`config.mk`:
```
export PLATFORM = sky130hd
export DESIGN_NAME = mac_argmax_classifier_flat
export DESIGN_NICKNAME = d
export VERILOG_FILES = /design/src/rtl/nn_pkg.sv /design/src/rtl/mac_argmax_classifier_if.sv /design/src/rtl/mac_lane.sv /design/src/rtl/mac_argmax_classifier.sv /design/src/flat_wrapper.sv
export SDC_FILE = /design/constraint.sdc
export NUM_CORES = 2
export LEC_CHECK = 0
export ABC_CLOCK_PERIOD_IN_PS = 5500
export BUFFER_PORTS_ARGS = -buffer_cell sky130_fd_sc_hd__buf_2
export CORE_MARGIN = 2
export CORE_UTILIZATION = 45
export DETAILED_ROUTE_END_ITERATION = 16
export GPL_ROUTABILITY_DRIVEN = 0
export GPL_TIMING_DRIVEN = 1
export SETUP_SLACK_MARGIN = 0.02
export SYNTH_ARGS = -nofsm -noshare
export SYNTH_HDL_FRONTEND = slang
export SYNTH_SLANG_ARGS = --single-unit
```
`constraint.sdc`:
```
create_clock -name clk -period 5.5 [get_ports clk]
set_input_delay 0.55 -clock clk [delete_from_list [all_inputs] [get_ports clk]]
set_output_delay 0.55 -clock clk [all_outputs]
set_load 0.05 [all_outputs]
```
`src/rtl/nn_pkg.sv`:
```
// Shared constants, FSM state type and index-width helper for the argmax classifier.
package nn_pkg;

    localparam int unsigned DEF_NUM_CLASSES = 10;
    localparam int unsigned DEF_NUM_PIXELS  = 784;
    localparam int unsigned DEF_PIX_WIDTH   = 1;
    localparam int unsigned DEF_W_WIDTH     = 16;
    localparam int unsigned DEF_ACC_WIDTH   = 32;

    typedef enum logic [1:0] {
        StIdle,
        StAccum,
        StArgmax,
        StDone
    } state_e;

    // Width of a class index; never below one bit.
    function automatic int unsigned idx_width(input int unsigned n);
        return (n <= 2) ? 1 : int'($clog2(n));
    endfunction

endpackage

```
`src/rtl/mac_argmax_classifier_if.sv`:
```
// Pixel stream / result bus between the streamer+controller (master) and the classifier (slave).
interface mac_argmax_classifier_if
    import nn_pkg::*;
#(
    parameter int unsigned NUM_CLASSES = DEF_NUM_CLASSES,
    parameter int unsigned PIX_WIDTH   = DEF_PIX_WIDTH,
    parameter int unsigned W_WIDTH     = DEF_W_WIDTH,
    parameter int unsigned ACC_WIDTH   = DEF_ACC_WIDTH
);

    logic                                 start;
    logic                                 pix_valid;
    logic                                 pix_ready;
    logic [PIX_WIDTH-1:0]                 pixel;
    logic [NUM_CLASSES*W_WIDTH-1:0]       weights;
    logic                                 busy;
    logic                                 result_valid;
    logic [idx_width(NUM_CLASSES)-1:0]    classification;
    logic [NUM_CLASSES*ACC_WIDTH-1:0]     scores;

    modport master (
        output start, pix_valid, pixel, weights,
        input  pix_ready, busy, result_valid, classification, scores
    );

    modport slave (
        input  start, pix_valid, pixel, weights,
        output pix_ready, busy, result_valid, classification, scores
    );

endinterface

```
`src/rtl/mac_lane.sv`:
```
// Single-class multiply-accumulate lane: acc += sext(weight * zext(pixel)).
// Build option SATURATE_EN: clamp to the signed accumulator range and raise a sticky sat flag.
module mac_lane #(
    parameter int unsigned PIX_WIDTH = 1,
    parameter int unsigned W_WIDTH   = 16,
    parameter int unsigned ACC_WIDTH = 32
) (
    input  logic                        clk,
    input  logic                        reset,
    input  logic                        clear,
    input  logic                        enable,
    input  logic [PIX_WIDTH-1:0]        pixel,
    input  logic signed [W_WIDTH-1:0]   weight,
`ifdef SATURATE_EN
    output logic                        sat,
`endif
    output logic signed [ACC_WIDTH-1:0] acc
);

    localparam int unsigned ProdW = W_WIDTH + PIX_WIDTH + 1;

    logic signed [ProdW-1:0]     weight_ext, pixel_ext, prod;
    logic signed [ACC_WIDTH-1:0] acc_q, acc_next;

    assign weight_ext = ProdW'(weight);
    assign pixel_ext  = ProdW'({1'b0, pixel});
    assign prod       = weight_ext * pixel_ext;
    assign acc        = acc_q;

`ifdef SATURATE_EN
    // Sum is formed one bit wider than either operand so overflow is visible before clamping.
    localparam int unsigned SumW = ((ACC_WIDTH > ProdW) ? ACC_WIDTH : ProdW) + 1;
    localparam logic signed [ACC_WIDTH-1:0] AccMax = {1'b0, {(ACC_WIDTH-1){1'b1}}};
    localparam logic signed [ACC_WIDTH-1:0] AccMin = ~AccMax;

    logic signed [SumW-1:0] sum;
    logic                   ovf;
    logic                   sat_q;

    // Wide add then clamp on overflow.
    always_comb begin
        sum = SumW'(acc_q) + SumW'(prod);
        ovf = (sum > SumW'(AccMax)) || (sum < SumW'(AccMin));
        if (ovf) begin
            acc_next = sum[SumW-1] ? AccMin : AccMax;
        end else begin
            acc_next = ACC_WIDTH'(sum);
        end
    end

    // Sticky saturation flag, cleared per image.
    always_ff @(posedge clk) begin
        if (reset || clear) begin
            sat_q <= 1'b0;
        end else if (enable && ovf) begin
            sat_q <= 1'b1;
        end
    end

    assign sat = sat_q;
`else
    // Two's-complement wrap.
    always_comb begin
        acc_next = acc_q + ACC_WIDTH'(prod);
    end
`endif

    // Accumulator register: clear has priority over accumulate.
    always_ff @(posedge clk) begin
        if (reset || clear) begin
            acc_q <= '0;
        end else if (enable) begin
            acc_q <= acc_next;
        end
    end

endmodule

```
`src/rtl/mac_argmax_classifier.sv`:
```
// Streaming linear-layer classifier: per-class MAC over NUM_PIXELS beats, then a
// one-compare-per-cycle argmax. Build option SATURATE_EN adds saturation and sat_flag.
module mac_argmax_classifier
    import nn_pkg::*;
#(
    parameter int unsigned NUM_CLASSES = DEF_NUM_CLASSES,
    parameter int unsigned NUM_PIXELS  = DEF_NUM_PIXELS,
    parameter int unsigned PIX_WIDTH   = DEF_PIX_WIDTH,
    parameter int unsigned W_WIDTH     = DEF_W_WIDTH,
    parameter int unsigned ACC_WIDTH   = DEF_ACC_WIDTH
) (
    input  logic                  clk,
    input  logic                  reset,
`ifdef SATURATE_EN
    output logic                  sat_flag,
`endif
    mac_argmax_classifier_if.slave bus
);

    localparam int unsigned IdxW = idx_width(NUM_CLASSES);
    localparam int unsigned CntW = $clog2(NUM_PIXELS + 1);

    state_e                           state_q, state_d;
    logic [CntW-1:0]                  cnt_q, cnt_d;
    logic [IdxW-1:0]                  arg_idx_q, arg_idx_d;
    logic [IdxW-1:0]                  best_idx_q, best_idx_d;
    logic [IdxW-1:0]                  class_q, class_d;
    logic signed [ACC_WIDTH-1:0]      best_val_q, best_val_d;
    logic [NUM_CLASSES*ACC_WIDTH-1:0] scores_q, scores_flat;
    logic                             rv_q, rv_d;
    logic                             load_result;
    logic                             beat, lane_clear, take;
    logic signed [ACC_WIDTH-1:0]      acc [NUM_CLASSES];
    logic signed [ACC_WIDTH-1:0]      cand;

    assign bus.pix_ready      = (state_q == StAccum);
    assign bus.busy           = (state_q != StIdle);
    assign bus.result_valid   = rv_q;
    assign bus.classification = class_q;
    assign bus.scores         = scores_q;

    assign beat       = bus.pix_valid && (state_q == StAccum);
    assign lane_clear = (state_q == StIdle) && bus.start;

`ifdef SATURATE_EN
    logic [NUM_CLASSES-1:0] lane_sat;
    assign sat_flag = |lane_sat;
`endif

    for (genvar k = 0; k < NUM_CLASSES; k++) begin : g_lane
        mac_lane #(
            .PIX_WIDTH (PIX_WIDTH),
            .W_WIDTH   (W_WIDTH),
            .ACC_WIDTH (ACC_WIDTH)
        ) u_lane (
            .clk    (clk),
            .reset  (reset),
            .clear  (lane_clear),
            .enable (beat),
            .pixel  (bus.pixel),
            .weight (bus.weights[k*W_WIDTH +: W_WIDTH]),
`ifdef SATURATE_EN
            .sat    (lane_sat[k]),
`endif
            .acc    (acc[k])
        );
        assign scores_flat[k*ACC_WIDTH +: ACC_WIDTH] = acc[k];
    end

    // Argmax step: index 0 seeds best; later indices replace only when strictly greater.
    assign cand = acc[arg_idx_q];
    assign take = (arg_idx_q == '0) || (cand > best_val_q);

    // Next-state and datapath control.
    always_comb begin
        state_d     = state_q;
        cnt_d       = cnt_q;
        arg_idx_d   = arg_idx_q;
        best_idx_d  = best_idx_q;
        best_val_d  = best_val_q;
        class_d     = class_q;
        rv_d        = 1'b0;
        load_result = 1'b0;
        unique case (state_q)
            StIdle: begin
                if (bus.start) begin
                    state_d = StAccum;
                    cnt_d   = '0;
                end
            end
            StAccum: begin
                if (beat) begin
                    cnt_d = cnt_q + 1'b1;
                    if (cnt_q == CntW'(NUM_PIXELS - 1)) begin
                        state_d   = StArgmax;
                        arg_idx_d = '0;
                    end
                end
            end
            StArgmax: begin
                if (take) begin
                    best_val_d = cand;
                    best_idx_d = arg_idx_q;
                end
                arg_idx_d = arg_idx_q + 1'b1;
                if (arg_idx_q == IdxW'(NUM_CLASSES - 1)) begin
                    // Last compare folds straight into the registered result.
                    state_d     = StDone;
                    arg_idx_d   = '0;
                    class_d     = take ? arg_idx_q : best_idx_q;
                    rv_d        = 1'b1;
                    load_result = 1'b1;
                end
            end
            StDone: begin
                state_d = StIdle;
            end
            default: begin
                state_d = StIdle;
            end
        endcase
    end

    // State and result registers.
    always_ff @(posedge clk) begin
        if (reset) begin
            state_q    <= StIdle;
            cnt_q      <= '0;
            arg_idx_q  <= '0;
            best_idx_q <= '0;
            best_val_q <= '0;
            class_q    <= '0;
            rv_q       <= 1'b0;
            scores_q   <= '0;
        end else begin
            state_q    <= state_d;
            cnt_q      <= cnt_d;
            arg_idx_q  <= arg_idx_d;
            best_idx_q <= best_idx_d;
            best_val_q <= best_val_d;
            class_q    <= class_d;
            rv_q       <= rv_d;
            if (load_result) begin
                scores_q <= scores_flat;
            end
        end
    end

endmodule

```
`src/flat_wrapper.sv`:
```
// flat-port wrapper written by rule: the top's interface ports become plain ports
module mac_argmax_classifier_flat import nn_pkg::*;
#(
    parameter int unsigned NUM_CLASSES = DEF_NUM_CLASSES,
    parameter int unsigned NUM_PIXELS  = DEF_NUM_PIXELS,
    parameter int unsigned PIX_WIDTH   = DEF_PIX_WIDTH,
    parameter int unsigned W_WIDTH     = DEF_W_WIDTH,
    parameter int unsigned ACC_WIDTH   = DEF_ACC_WIDTH
)
  (clk, reset, bus_start, bus_pix_valid, bus_pixel, bus_weights, bus_pix_ready, bus_busy, bus_result_valid, bus_classification, bus_scores);
  mac_argmax_classifier_if #(.NUM_CLASSES(NUM_CLASSES), .PIX_WIDTH(PIX_WIDTH), .W_WIDTH(W_WIDTH), .ACC_WIDTH(ACC_WIDTH)) bus_i ();
  input  logic clk;
  input  logic reset;
  input wire logic [$bits(bus_i.start)-1:0] bus_start;
  input wire logic [$bits(bus_i.pix_valid)-1:0] bus_pix_valid;
  input wire logic [$bits(bus_i.pixel)-1:0] bus_pixel;
  input wire logic [$bits(bus_i.weights)-1:0] bus_weights;
  output wire logic [$bits(bus_i.pix_ready)-1:0] bus_pix_ready;
  output wire logic [$bits(bus_i.busy)-1:0] bus_busy;
  output wire logic [$bits(bus_i.result_valid)-1:0] bus_result_valid;
  output wire logic [$bits(bus_i.classification)-1:0] bus_classification;
  output wire logic [$bits(bus_i.scores)-1:0] bus_scores;
  assign bus_i.start = bus_start;
  assign bus_i.pix_valid = bus_pix_valid;
  assign bus_i.pixel = bus_pixel;
  assign bus_i.weights = bus_weights;
  assign bus_pix_ready = bus_i.pix_ready;
  assign bus_busy = bus_i.busy;
  assign bus_result_valid = bus_i.result_valid;
  assign bus_classification = bus_i.classification;
  assign bus_scores = bus_i.scores;
  mac_argmax_classifier #(.NUM_CLASSES(NUM_CLASSES), .NUM_PIXELS(NUM_PIXELS), .PIX_WIDTH(PIX_WIDTH), .W_WIDTH(W_WIDTH), .ACC_WIDTH(ACC_WIDTH)) u_core (.clk(clk), .reset(reset), .bus(bus_i));
endmodule
```
-- Word-level counts from Yosys, hierarchy flattened
Index checks and enable logic that the tools add are counted.
- $add $sub $neg: 12
- multipliers: 10
- div/mod/pow operators: 0
- order comparisons: 2
- equal/unequal tests: 9
- shift-type cells: 0
- mux-type cells: 18
- bitwise operators: 1
- reductions and logical operators: 14
- operator list (cell ; number):
    $add A32 B18 Y32 ; 10
    $mul A16 B2 Y18 ; 10
    $bmux W32 S4 ; 1
    $mux W32 ; 2
    $gt A32 B32 Y1 ; 1
    $mux W10 ; 2
    $pmux W10 S2 ; 1
    $mux W4 ; 4
    $add A10 B1 Y10 const B ; 1
    $eq A10 B10 Y1 const B ; 1
    $mux W2 ; 4
    $pmux W2 S4 ; 1
    $pmux W4 S2 ; 1
    $ne A2 B1 Y1 const B ; 3
    $reduce_and A3 Y1 ; 2
    $reduce_bool A2 Y1 ; 3
    $ge A5 B5 Y1 const B ; 1
    $not A4 Y5 ; 1
    $add A4 B1 Y4 const B ; 1
    $eq A2 B2 Y1 const B ; 2
    $eq A4 B4 Y1 const B ; 1
    $logic_not A4 Y1 ; 1
    $reduce_and A2 Y1 ; 2
    $reduce_and A4 Y1 ; 1
    6 further kinds ; 9
- register bits: 697
- bits in latches: 0
- bits in writable memories: 0
- bits in read-only memories: 0
- logic and storage cells: 84
- memories: 0

-- Logic depth before layout (Yosys ltp)
- depth in word-level cells: 7
- gate-level depth with buffers: 19
- mapped depth without buffers: 14

-- Cells and area by module
From an unflattened synthesis, not the netlist that was laid out.
- cells, all modules: 5993
- area, all modules: 49501.2 µm²
- modules (own cells, without submodules) (module ; times used ; cells each ; area an instance (µm²) ; seq. area each (µm²)):
    mac_lane at u_core.g_lane[4].u_lane ... ; 6 ; 399 ; 3294.4 ; 640.6
    mac_argmax_classifier ; 1 ; 1987 ; 16817.4 ; 7547.2
    mac_lane at u_core.g_lane[0].u_lane ... ; 3 ; 403 ; 3231.8 ; 640.6
    mac_lane at u_core.g_lane[3].u_lane ; 1 ; 403 ; 3221.8 ; 640.6

-- Worst setup path after synthesis
OpenSTA, ideal clock, no wires.
- path kind: input -> register
- start: input bus_pixel
- end: register u_core.g_lane[0].u_lane.acc_q[31]
- setup time: 127 ps
- arrival: 4164 ps
- data required time: 5373 ps
- slack: 1209 ps
- stages: 17
- buffers on the path: 3
- path through: clkbuf_1 clkbuf_1 clkbuf_1 and2_1 ha_1 ha_1 fa_1 a211oi_1 o21bai_1 a31oi_1 o221ai_1 a31oi_2 o31ai_1 a21oi_1 o21a_1 mux2i_1 or3_1
- word-level cells in the longest chain between the ends: 2
- RTL lines (item ; line ; text):
    from (decl) ; flat_wrapper.sv:16 ; input wire logic [$bits(bus_i.pixel)-1:0] bus_pixel;
    $mul A16 B2 Y18 ; mac_lane.sv:27 ; assign prod = weight_ext * pixel_ext;
    $add A32 B18 Y32 ; mac_lane.sv:64 ; acc_next = acc_q + ACC_WIDTH'(prod);
    to (signal assigned) ; mac_lane.sv:73 ; acc_q <= acc_next;
    to (decl) ; mac_lane.sv:23 ; logic signed [ACC_WIDTH-1:0] acc_q, acc_next;
Every way passes these cells.
A chain may end at the register's enable or synchronous reset.

-- Worst setup path in the final report
- start: register u_core.arg_idx_q[0]
- end: register u_core.best_idx_q[3]
- word-level cells in the longest chain between the ends: 7
- RTL lines (item ; line ; text):
    from (decl) ; mac_argmax_classifier.sv:25 ; logic [IdxW-1:0] arg_idx_q, arg_idx_d;
    from (signal assigned) ; mac_argmax_classifier.sv:138 ; arg_idx_q <= arg_idx_d;
    $not A4 Y5 (implied by the code) ; mac_argmax_classifier.sv:71 ; assign cand = acc[arg_idx_q];
    $bmux W32 S4 ; mac_argmax_classifier.sv:71 ;
    $mux W32 (implied by the code) (2 in a row) ; mac_argmax_classifier.sv:71 ;
    via u_core.cand[20] ; mac_argmax_classifier.sv:34 ; logic signed [ACC_WIDTH-1:0] cand;
    $gt A32 B32 Y1 ; mac_argmax_classifier.sv:72 ; assign take = (arg_idx_q == '0) || (cand > best_val_q);
    $logic_or A1 B1 Y1 ; mac_argmax_classifier.sv:72 ;
    $mux W4 ; n/a ;
    to (signal assigned) ; mac_argmax_classifier.sv:139 ; best_idx_q <= best_idx_d;
    to (decl) ; mac_argmax_classifier.sv:26 ; logic [IdxW-1:0] best_idx_q, best_idx_d;
The timed path passes the listed nets, and every way through them passes these cells. The select of a mux whose other input is x is not followed.

==> qor.yml <==
cts_max_path_buffers: 3
grt-ovfl-total: 0
crit_fanout: 25
grt_max_degree: 130
start_kind: "register"
grt_pass1_vias: 39356
antenna-diode-count: 0
power.density_mw_per_mm2: 269
cts_resized: 0
fin_tns_setup_ns: 0
vias: 42048
critical-path-slowest-cell: "dfxtp_4"
drc: 0
cts_root_buffer: "clkbuf_16"
rsz0062_at_grt: "false"
synth-edff-count: 0
crit_start: "u_core.arg_idx_q[0]"
antenna_found_initial: 9
rr_worst_depth: 14
synthArstFlopShare_pct: 0
fillers: 9744
arrival_ns: 5.22
setup_viol: 0
placed_area_mm2: 0.0495
cts.sinks: 697
io_buffers: 491
netlist_instances: 5578
crit_path_end_kind: "register"
hold_class: "in2reg"
ys_seq_elements: 697
grt_use_total_pct: 29.1
hold_violations: 0
postCtsSetupBuffers: 0
finalCritPeriodShare_pct: 84.8
start_util_pct: 45.5
synth.distinct_cells: 78
regToRegEndpoint: "u_core.best_idx_q[3]"
crit_type: "reg2reg"
coreArea_mm2: 0.100
nets: 6762
die_area_mm2: 0.104
clk_pin_slew_worst_paths_ns: 0.06
maxCapViolCount: 0
yosysWarnings: 0
avgRoutedWirePerCell_um: 21.1
min_period_ns: 4.67
max_freq_ghz: 0.214
numCtsBuffers: 84
dr.first_iter.drc_count: 3765
die_h_um: 323
area_growth_pct: 14.4
crit_end: "u_core.best_idx_q[3]"
ys.flop_type: "dfxtp_1"
rrSetupSlack_ns: 0.83
grt_pass1_wl_mm: 234
finalWirelength_mm: 156
relSlewSlack_pct: 31.4
ctsHoldBuffers: 0
syn_area_mm2: 0.0457
maxSlewViolCount: 0
ctsHtreeMaxLevel: 3
path_cells: "buf_12 > mux4_2 > mux2i_1 > o22ai_1 > ha_1 > nand4_1 > or4_1 > nor4_1 > o31a_1 > nor4b_1 > nor3_2 > buf_4 > nor2_1 > a22o_1"
tightest_slew_ns: 1.03
clk_latency_ns: 0.67
boundaryPins: 492
syn_nets: 6402
cts_tree: "yes"
drive_gt1_share_pct: 13.3
fin_worst_skew_ns: 0.0296
post-route-cell-area_mm2: 0.0523
r2r_start: "u_core.arg_idx_q[0]"
peakVddDrop_v: 0.000203
antenna_left: 0
avgSynthCellArea_um2: 8.20
viasPerCell: 5.71
leakage_nw: 23.4
firstDrtPassIters: 5
ys_seq_area_share_pct: 30.5
critPathMaxStageDelay_ns: 0.67
die_width_um: 323
fp-row-count: 116
required_ns: 6.05
status: "completed"
dp_hpwl_mm: 118
## cells in the final DEF, fill, tap and decap left out, types with 30 or more instances in the layout
cell | netlist | routed
nand2_1 | 1204 | 1202
a21oi_1 | 750 | 749
dfxtp_1 | 697 | 694
ha_1 | 649 | 649
buf_2 | 8 | 489
nor2_1 | 252 | 249
o21ai_0 | 192 | 192
xnor2_1 | 164 | 164
and2_1 | 164 | 163
a21o_1 | 145 | 145
mux2i_1 | 105 | 105
inv_1 | 104 | 104
xor2_1 | 103 | 103
clkbuf_16 | 0 | 86
nand3_1 | 77 | 77
mux4_2 | 64 | 64
a211oi_1 | 57 | 57
nor3_1 | 56 | 55
buf_4 | 1 | 47
o21bai_1 | 42 | 42
o21a_1 | 39 | 39
a31oi_1 | 39 | 39
o22ai_1 | 38 | 38
and3_1 | 31 | 31
nand4_1 | 30 | 30
nor2b_1 | 30 | 30
## kinds of logic (layout without fill, tap and decap cells)
kind of cell	count (synthesis)	in the layout	share of synthesized area [%]
AND/OR/NAND/NOR	1944	1944	18.4
AO/OA/AOI/OAI	1463	1463	19.1
flip-flops	697	697	30.5
adder cells (fa/ha/maj)	659	659	18.2
buffers and inverters	379	809	3.22
XOR/XNOR	267	267	5.11
multiplexers	169	169	5.45
## worst max-delay path: cells and delay by family, from the launching register on
family	cells	cell delay (ns)
and+or+nand+nor	6	1.52
muxes	2	0.78
DFF	1	0.67
AOI/OAI and AO/OA	3	0.63
buffers and inverters	2	0.60
adders and majority gates	1	0.31
## cell usage after synthesis (42+ instances only)
| master | n | area share (%) |
|---|---|---|
| xnor2_1 | 164 | 3.1 |
| clkbuf_1 | 248 | 2.0 |
| nand3_1 | 77 | 0.84 |
| nand2_1 | 1204 | 9.9 |
| mux4_2 | 64 | 3.2 |
| nor2_1 | 252 | 2.1 |
| o21bai_1 | 42 | 0.69 |
| xor2_1 | 103 | 2.0 |
| dfxtp_1 | 697 | 31 |
| mux2i_1 | 105 | 2.3 |
| and2_1 | 164 | 2.2 |
| nor3_1 | 56 | 0.61 |
| ha_1 | 649 | 18 |
| a21o_1 | 145 | 2.4 |
| o21ai_0 | 192 | 2.1 |
| a211oi_1 | 57 | 0.94 |
| inv_1 | 104 | 0.85 |
| a21oi_1 | 750 | 8.2 |
## how the worst min path moves through the flow
stage,startpoint,end,slack (ns),depth (start not counted)
after floorplan,u_core.g_lane[6].u_lane.acc[31],u_core.bus.scores[223],0.45,2
after global placement,u_core.bus.scores[306],u_core.bus.scores[306],0.44,2
after detailed placement,u_core.bus.scores[104],u_core.bus.scores[104],0.44,2
after CTS,reset,u_core.bus.classification[2],0.27,2
after global routing,reset,u_core.best_val_q[1],0.31,2
final,reset,u_core.bus.classification[2],0.31,2
## power breakdown
group          internal, W  leakage, nW  switching [W]
registers          0.00520         5.62       0.000294
logic             0.000994         16.4        0.00184
clock network      0.00338         1.39        0.00237
total              0.00957         23.4        0.00451
## through the flow
| stage | power, W | setup WS (ns) | instances | hold WS, ns | utilization (%) |
|---|---|---|---|---|---|
| global route | 0.0147 | 0.522 | 7365 | 0.313 | 52.1 |
| global placement | 0.00837 | 0.688 | 7209 | 0.441 | 49.2 |
| CTS | 0.0141 | 0.809 | 7365 | 0.274 | 52.1 |
| detailed placement | 0.00839 | 0.653 | 7209 | 0.443 | 49.2 |
| floorplan | 0.00746 | 1.21 | 5578 | 0.447 | - |
| finish | 0.0141 | 0.835 | 7365 | 0.306 | 52.1 |
## area by class of cell
type / count / area [µm²] / share of cell area [%]
Clock buffer: 118 / 2430 / 4.65
Clock inverter: 38 / 392 / 0.749
Inverter: 104 / 390 / 0.747
Multi-Input combinational cell: 4502 / 30400 / 58.1
Sequential cell: 697 / 14000 / 26.7
Tap cell: 1357 / 1700 / 3.25
Timing Repair Buffer: 549 / 3060 / 5.84
## state kept, by name, summed over array words and instances (netlist names)
register and count:
u_core.bus.classification 4, u_core.bus.scores 320, u_core.g_lane.u_lane.acc 320, u_core.best_idx_q 4
u_core.state_q 2, u_core.best_val_q 32, u_core.arg_idx_q 4, u_core.cnt_q 10
u_core.bus.result_valid 1
## routing by layer
layer  wire, µm  global-route usage (%)
met5         10                       0
met4       5720                    10.9
met3      11400                    4.10
met2      66000                    43.9
met1      72600                    41.9
Note: power is estimated with default switching activity, not from simulation.
